===== src/rtl/cache_fill_fsm_pkg.sv =====
// rtl/cache_fill_fsm_pkg.sv - shared state encoding and block geometry for the cache fill controller
package cache_fill_fsm_pkg;

    typedef enum logic {
        IDLE = 1'b0,
        FILL = 1'b1
    } fill_state_t;

    localparam int WORD_SHIFT      = 1;
    localparam int WORDS_PER_BLOCK = 8;

    function automatic int block_offset_mask(input int words);
        return (words << WORD_SHIFT) - 1;
    endfunction

    localparam int BLOCK_OFFSET_MASK = block_offset_mask(WORDS_PER_BLOCK);

endpackage


===== src/rtl/cache_fill_fsm_if.sv =====
// rtl/cache_fill_fsm_if.sv - miss/memory/array handshake bundle between pipeline and fill controller
interface cache_fill_fsm_if #(
    parameter int ADDR_WIDTH = 16
);
    logic                  miss_detected;
    logic [ADDR_WIDTH-1:0] miss_address;
    logic                  memory_data_valid;
    logic                  fsm_busy;
    logic                  memory_read;
    logic [ADDR_WIDTH-1:0] memory_address;
    logic                  write_data_array;
    logic [ADDR_WIDTH-1:0] fill_address;
    logic                  write_tag_array;

    modport master (
        output miss_detected,
        output miss_address,
        output memory_data_valid,
        input  fsm_busy,
        input  memory_read,
        input  memory_address,
        input  write_data_array,
        input  fill_address,
        input  write_tag_array
    );

    modport slave (
        input  miss_detected,
        input  miss_address,
        input  memory_data_valid,
        output fsm_busy,
        output memory_read,
        output memory_address,
        output write_data_array,
        output fill_address,
        output write_tag_array
    );

endinterface


===== src/rtl/fill_counter_4.sv =====
// rtl/fill_counter_4.sv - incrementing word counter with synchronous clear and enable
module fill_counter_4 #(
    parameter int CNT_WIDTH = 4
) (
    input  logic                 clk,
    input  logic                 rst,
    input  logic                 clear,
    input  logic                 en,
    output logic [CNT_WIDTH-1:0] count
);

    // Clear wins over enable so a new fill always starts from word zero.
    always_ff @(posedge clk) begin
        if (rst || clear) begin
            count <= '0;
        end else if (en) begin
            count <= count + CNT_WIDTH'(1);
        end
    end

endmodule


===== src/rtl/cache_fill_fsm.sv =====
// rtl/cache_fill_fsm.sv - cache-miss block fill controller: issues word reads, strobes data and tag writes
module cache_fill_fsm
    import cache_fill_fsm_pkg::*;
#(
    parameter int ADDR_WIDTH      = 16,
    parameter int WORDS_PER_BLOCK = cache_fill_fsm_pkg::WORDS_PER_BLOCK,
    parameter int CNT_WIDTH       = 4
) (
    input logic             clk,
    input logic             rst,
    cache_fill_fsm_if.slave bus
);

    localparam int MASK_INT = (WORDS_PER_BLOCK == cache_fill_fsm_pkg::WORDS_PER_BLOCK)
                              ? BLOCK_OFFSET_MASK : block_offset_mask(WORDS_PER_BLOCK);
    localparam logic [ADDR_WIDTH-1:0] OFFSET_MASK = ADDR_WIDTH'(MASK_INT);
    localparam logic [CNT_WIDTH-1:0]  FULL_CNT    = CNT_WIDTH'(WORDS_PER_BLOCK);
    localparam logic [CNT_WIDTH-1:0]  LAST_WORD   = CNT_WIDTH'(WORDS_PER_BLOCK - 1);

    fill_state_t           state_q;
    fill_state_t           state_d;
    logic [ADDR_WIDTH-1:0] base_q;
    logic [CNT_WIDTH-1:0]  issue_cnt;
    logic [CNT_WIDTH-1:0]  recv_cnt;
    logic                  cnt_clear;
    logic                  issue_en;
    logic                  recv_en;

    function automatic logic [ADDR_WIDTH-1:0] word_offset(input logic [CNT_WIDTH-1:0] cnt);
        return ADDR_WIDTH'(cnt) << WORD_SHIFT;
    endfunction

    fill_counter_4 #(.CNT_WIDTH(CNT_WIDTH)) u_issue_cnt (
        .clk   (clk),
        .rst   (rst),
        .clear (cnt_clear),
        .en    (issue_en),
        .count (issue_cnt)
    );

    fill_counter_4 #(.CNT_WIDTH(CNT_WIDTH)) u_recv_cnt (
        .clk   (clk),
        .rst   (rst),
        .clear (cnt_clear),
        .en    (recv_en),
        .count (recv_cnt)
    );

    // Base is only captured from IDLE, so misses seen mid-fill never disturb it.
    always_ff @(posedge clk) begin
        if (rst) begin
            state_q <= IDLE;
            base_q  <= '0;
        end else begin
            state_q <= state_d;
            if (state_q == IDLE && bus.miss_detected) begin
                base_q <= bus.miss_address & ~OFFSET_MASK;
            end
        end
    end

    always_comb begin
        state_d              = state_q;
        cnt_clear            = 1'b0;
        issue_en             = 1'b0;
        recv_en              = 1'b0;
        bus.fsm_busy         = 1'b0;
        bus.memory_read      = 1'b0;
        bus.memory_address   = base_q;
        bus.write_data_array = 1'b0;
        bus.fill_address     = base_q;
        bus.write_tag_array  = 1'b0;

        case (state_q)
            IDLE: begin
                if (bus.miss_detected) begin
                    cnt_clear = 1'b1;
                    state_d   = FILL;
                end
            end
            FILL: begin
                bus.fsm_busy = 1'b1;
                // Requests and returns are tracked independently: memory may answer
                // while requests are still going out, with any spacing.
                if (issue_cnt < FULL_CNT) begin
                    bus.memory_read    = 1'b1;
                    bus.memory_address = base_q + word_offset(issue_cnt);
                    issue_en           = 1'b1;
                end
                if (bus.memory_data_valid) begin
                    bus.write_data_array = 1'b1;
                    bus.fill_address     = base_q + word_offset(recv_cnt);
                    recv_en              = 1'b1;
                    if (recv_cnt == LAST_WORD) begin
                        bus.write_tag_array = 1'b1;
                        state_d             = IDLE;
                    end
                end
            end
            default: state_d = IDLE;
        endcase
    end

endmodule


===== src/flat_wrapper.sv =====
// flat-port wrapper written by rule: the top's interface ports become plain ports
module cache_fill_fsm_flat import cache_fill_fsm_pkg::*;
#(
    parameter int ADDR_WIDTH      = 16,
    parameter int WORDS_PER_BLOCK = cache_fill_fsm_pkg::WORDS_PER_BLOCK,
    parameter int CNT_WIDTH       = 4
)
  (clk, rst, bus_miss_detected, bus_miss_address, bus_memory_data_valid, bus_fsm_busy, bus_memory_read, bus_memory_address, bus_write_data_array, bus_fill_address, bus_write_tag_array);
  cache_fill_fsm_if #(.ADDR_WIDTH(ADDR_WIDTH)) bus_i ();
  input logic clk;
  input logic rst;
  input wire logic [$bits(bus_i.miss_detected)-1:0] bus_miss_detected;
  input wire logic [$bits(bus_i.miss_address)-1:0] bus_miss_address;
  input wire logic [$bits(bus_i.memory_data_valid)-1:0] bus_memory_data_valid;
  output wire logic [$bits(bus_i.fsm_busy)-1:0] bus_fsm_busy;
  output wire logic [$bits(bus_i.memory_read)-1:0] bus_memory_read;
  output wire logic [$bits(bus_i.memory_address)-1:0] bus_memory_address;
  output wire logic [$bits(bus_i.write_data_array)-1:0] bus_write_data_array;
  output wire logic [$bits(bus_i.fill_address)-1:0] bus_fill_address;
  output wire logic [$bits(bus_i.write_tag_array)-1:0] bus_write_tag_array;
  assign bus_i.miss_detected = bus_miss_detected;
  assign bus_i.miss_address = bus_miss_address;
  assign bus_i.memory_data_valid = bus_memory_data_valid;
  assign bus_fsm_busy = bus_i.fsm_busy;
  assign bus_memory_read = bus_i.memory_read;
  assign bus_memory_address = bus_i.memory_address;
  assign bus_write_data_array = bus_i.write_data_array;
  assign bus_fill_address = bus_i.fill_address;
  assign bus_write_tag_array = bus_i.write_tag_array;
  cache_fill_fsm #(.ADDR_WIDTH(ADDR_WIDTH), .WORDS_PER_BLOCK(WORDS_PER_BLOCK), .CNT_WIDTH(CNT_WIDTH)) u_core (.clk(clk), .rst(rst), .bus(bus_i));
endmodule

===== config.mk =====
export PLATFORM = sky130hd
export DESIGN_NAME = cache_fill_fsm_flat
export DESIGN_NICKNAME = d
export VERILOG_FILES = /design/src/rtl/cache_fill_fsm_pkg.sv /design/src/rtl/cache_fill_fsm_if.sv /design/src/rtl/fill_counter_4.sv /design/src/rtl/cache_fill_fsm.sv /design/src/flat_wrapper.sv
export SDC_FILE = /design/constraint.sdc
export NUM_CORES = 1
export LEC_CHECK = 0
export CAP_MARGIN = 0
export CORE_MARGIN = 2
export CORE_UTILIZATION = 31
export CTS_CLUSTER_SIZE = 12
export DETAILED_ROUTE_END_ITERATION = 16
export HOLD_SLACK_MARGIN = 0.02
export PLACE_DENSITY = 0.69
export SLEW_MARGIN = 15
export SYNTH_ARGS = -nofsm -noshare
export SYNTH_HDL_FRONTEND = slang
export SYNTH_SLANG_ARGS = --single-unit
export TNS_END_PERCENT = 10

===== constraint.sdc =====
create_clock -name clk -period 1.2 [get_ports clk]
set_input_delay 0.12 -clock clk [delete_from_list [all_inputs] [get_ports clk]]
set_output_delay 0.12 -clock clk [all_outputs]
set_load 0.03 [all_outputs]

==> metrics.yaml <==
hold_path:
  hp-class: "in -> reg"
  whs_endpoint: "u_core.base_q[4]$_SDFFE_PP0P_"
  min-delay-start: "bus_miss_address[4]"
  hold_depth: 3
floorplan:
  chipHeight_um: 68.13
  die_x_um: 68.13
  core_region_area_sq_um: 3971
  dieArea_sq_um: 4642
  start_util_pct: 32.10
  rows: 23
  pin_count: 56
setup_path:
  cp_slowest_stage_delay_ns: 0.37
  cp.required_ns: 1.08
  crit_type: "reg -> out"
  reg2reg_from: "u_core.state_q$_SDFF_PP0_"
  rr_worst_depth: 4
  cp-start-kind: "register"
  crit_path_start: "u_core.base_q[4]$_SDFFE_PP0P_"
  crit_fanout: 5
  path_cells: "and2_4, ha_4, nand3b_1, nor3_1, xnor2_2, buf_4"
  r2r_end: "u_core.u_recv_cnt.count[3]$_SDFFE_PP0P_"
  cp-end-kind: "primary output"
  slowest_stage: "dfxtp_4"
  rrSetupSlack_ns: 0.07
  arrival_ns: 1.65
place:
  io_buffers: 49
  place.gp.congestion: 0.7394
  dpl.hpwl_um: 2559
detailed_routing:
  avgViaCountPerCell: 4.532
  drt_iter0_drc: 49
  drc: 0
  vias: 1260
  first_pass_iters: 4
  wirelength_um: 3294
  antenna_left: 0
  wl_per_cell_um: 11.85
logic_synthesis:
  syn_area_per_cell_sq_um: 8.019
  ys_ff_latch: 21
  synthesis.area_sq_um: 1275
  synthXorXnorAreaFrac_pct: 13.74
  synth_fa_ha_area_share_pct: 4.907
  ys_types: 35
  synth_edf_count: 0
  synth_top_family_by_area: "simple AND/OR/NAND/NOR gates"
  synthMuxAreaShare_pct: 2.552
  syn_inst: 159
  synth_simple_gate_area_share_pct: 31.70
  ys_seq_area_share_pct: 32.97
  yosys_warnings: 0
  ys.flop_type: "dfxtp_1"
  synthArstFlopShare_pct: 0
  synth_compound_area_share_pct: 6.575
cts:
  cts_tree: "done"
  cts_hold_buf: 0
  cts_sinks: 21
  cts_root_buf: "clkbuf_8"
  cts-htree-levels: 1
  cts_setup_buffers: 0
  cts_buffer_depth: 2
  cts.clk_slew.worst_paths_ns: 0.08
  cts_buffers: 3
  clk_latency_ns: 0.26
power:
  p_total_mw: 1.762
  power.density_nw_per_um2: 757.8
  ir_drop_uv: 552.6
  p_seq_share_pct: 42.8
  leakage_nw: 1.069
  p_comb_share_pct: 30.6
  p_sw_mw: 0.5451
  swShare_pct: 30.94
  clkPwrFrac_pct: 26.5
  p_int_mw: 1.217
finish:
  fillers: 346
  fin_nets: 254
  areaGrowthSynthToFinish_pct: 82.34
  diodes: 0
  drive_above_1_share_pct: 51.75
grt:
  grt_pass1_vias: 1185
  grt_max_degree: 14
  grt-ovfl-total: 0
  grt_first_pass_wirelength_um: 5168
  grt_usage_pct: 14.83
  grt_antenna_before_repair: 0
status:
  outcome: "finished, violations left"
  violations: "negative setup slack"
sta:
  fin_worst_skew_ns: 0.006752
  timing.fmax_mhz: 566.0
  slew_viol_final: 0
  finalCritPeriodShare_pct: 147.2
  fin_hold_ws_ns: 0.4014
  hold_violations: 0
  rsz0062_at_grt: "true"
  setup_ws_ns: -0.5669
  setup_viol: 24
  min_period_ns: 1.767
run:
  drv_cap: 0
[layout make-up]
| class | instances | area (sq um) | area share (%) |
|---|---|---|---|
| Multi-Input combinational cell | 119 | 998.5 | 42.95 |
| Timing Repair Buffer | 81 | 773.2 | 33.26 |
| Sequential cell | 21 | 432.9 | 18.62 |
| Tap cell | 50 | 62.56 | 2.691 |
| Clock buffer | 3 | 41.29 | 1.776 |
| Inverter | 3 | 11.26 | 0.4844 |
| Clock inverter | 1 | 5.005 | 0.2153 |
[Yosys cell counts (2+ instances only)]
library cell	number	area [sq um]
a21oi_1	14	70.07
and2_1	5	31.28
and3_1	2	12.51
buf_2	4	20.02
buf_4	3	22.52
clkbuf_1	8	30.03
dfxtp_1	21	420.4
ha_1	5	62.56
inv_1	3	11.26
mux2_2	2	22.52
nand2_1	30	112.6
nand2b_1	3	18.77
nand3_1	2	10.01
nand3b_1	2	15.01
nand4_1	2	12.51
nor2_1	11	41.29
nor2b_1	2	12.51
nor3_1	5	25.02
xnor2_1	11	96.34
xor2_1	9	78.83
[cells in the final DEF (no fill, tap or decap), types with 3 or more instances in the layout]
master	n
nor3_1	3
a21oi_1	14
xor2_2	6
dfxtp_2	4
xnor2_2	7
clkbuf_8	3
nand2b_1	3
clkdlybuf4s50_1	14
buf_6	29
buf_4	35
dfxtp_1	15
nor2_1	8
and2_4	5
nor3_4	3
nand2_1	29
xnor2_1	4
ha_1	3
[stage by stage]
step	worst slack [ns]	instance area, sq um	TNS, ns	utilization, %	instances
global placement	-0.6177	2090	-7.645	52.62	274
detailed placement	-0.6117	2090	-7.982	52.62	274
CTS	-0.5657	2210	-9.222	55.64	278
finish	-0.5669	2325	-8.599	58.54	278
floorplan	-0.2840	1460	-3.546	-	160
global route	-0.6550	2325	-10.28	58.54	278
[how the worst max path moves through the flow]
stage	end	slack, ns	depth (start not counted)
2_1_floorplan	bus_memory_address[6]	-0.28	3
3_3_place_gp	bus_fill_address[4]	-0.62	4
3_5_place_dp	bus_fill_address[4]	-0.61	4
4_1_cts	bus_memory_address[12]	-0.57	7
5_1_grt	bus_memory_address[14]	-0.66	6
6_report	bus_memory_address[14]	-0.57	6
[critical path: cells and delay by family, from the launching register on]
family / cells / cell delay (ns)
and+or+nand+nor: 3 / 0.57
xor gates and xnor gates: 1 / 0.15
DFF: 1 / 0.37
buffers and inverters: 1 / 0.18
adders and majority gates: 1 / 0.11
[cell families after synthesis]
family | Yosys count
multiplexers | 3
flip-flops | 21
XOR/XNOR | 20
adder cells (fa/ha/maj) | 5
AND/OR/NAND/NOR | 73
other | 1
AO/OA/AOI/OAI | 16
buffers and inverters | 20
[state kept, by name, indices dropped and copies added (netlist names)]
| register | cells |
|---|---|
| u_core.base_q | 12 |
| u_core.u_issue_cnt.count | 4 |
| u_core.state_q | 1 |
| u_core.u_recv_cnt.count | 4 |
[repair_timing]
action	4_1_cts	5_1_grt
pin swaps	7	4
resized for setup	31	32
setup endpoints to repair	27	29
[power groups by stage]
stage	logic (mW)	clock network, mW	registers, mW
floorplan	0.278	0	0.783
global placement	0.502	0	0.768
detailed placement	0.506	0	0.769
CTS	0.525	0.476	0.753
global route	0.580	0.506	0.759
finish	0.540	0.467	0.754
[layer usage]
layer	routed length, um	vias up	global-route usage (%)
met5	0	-	0
met4	57	0	6.000
met3	141	4	2.138
met2	1708	32	26.82
met1	1386	580	17.43
li1	-	644	-
No activity file was read; power rests on OpenSTA's default activity.
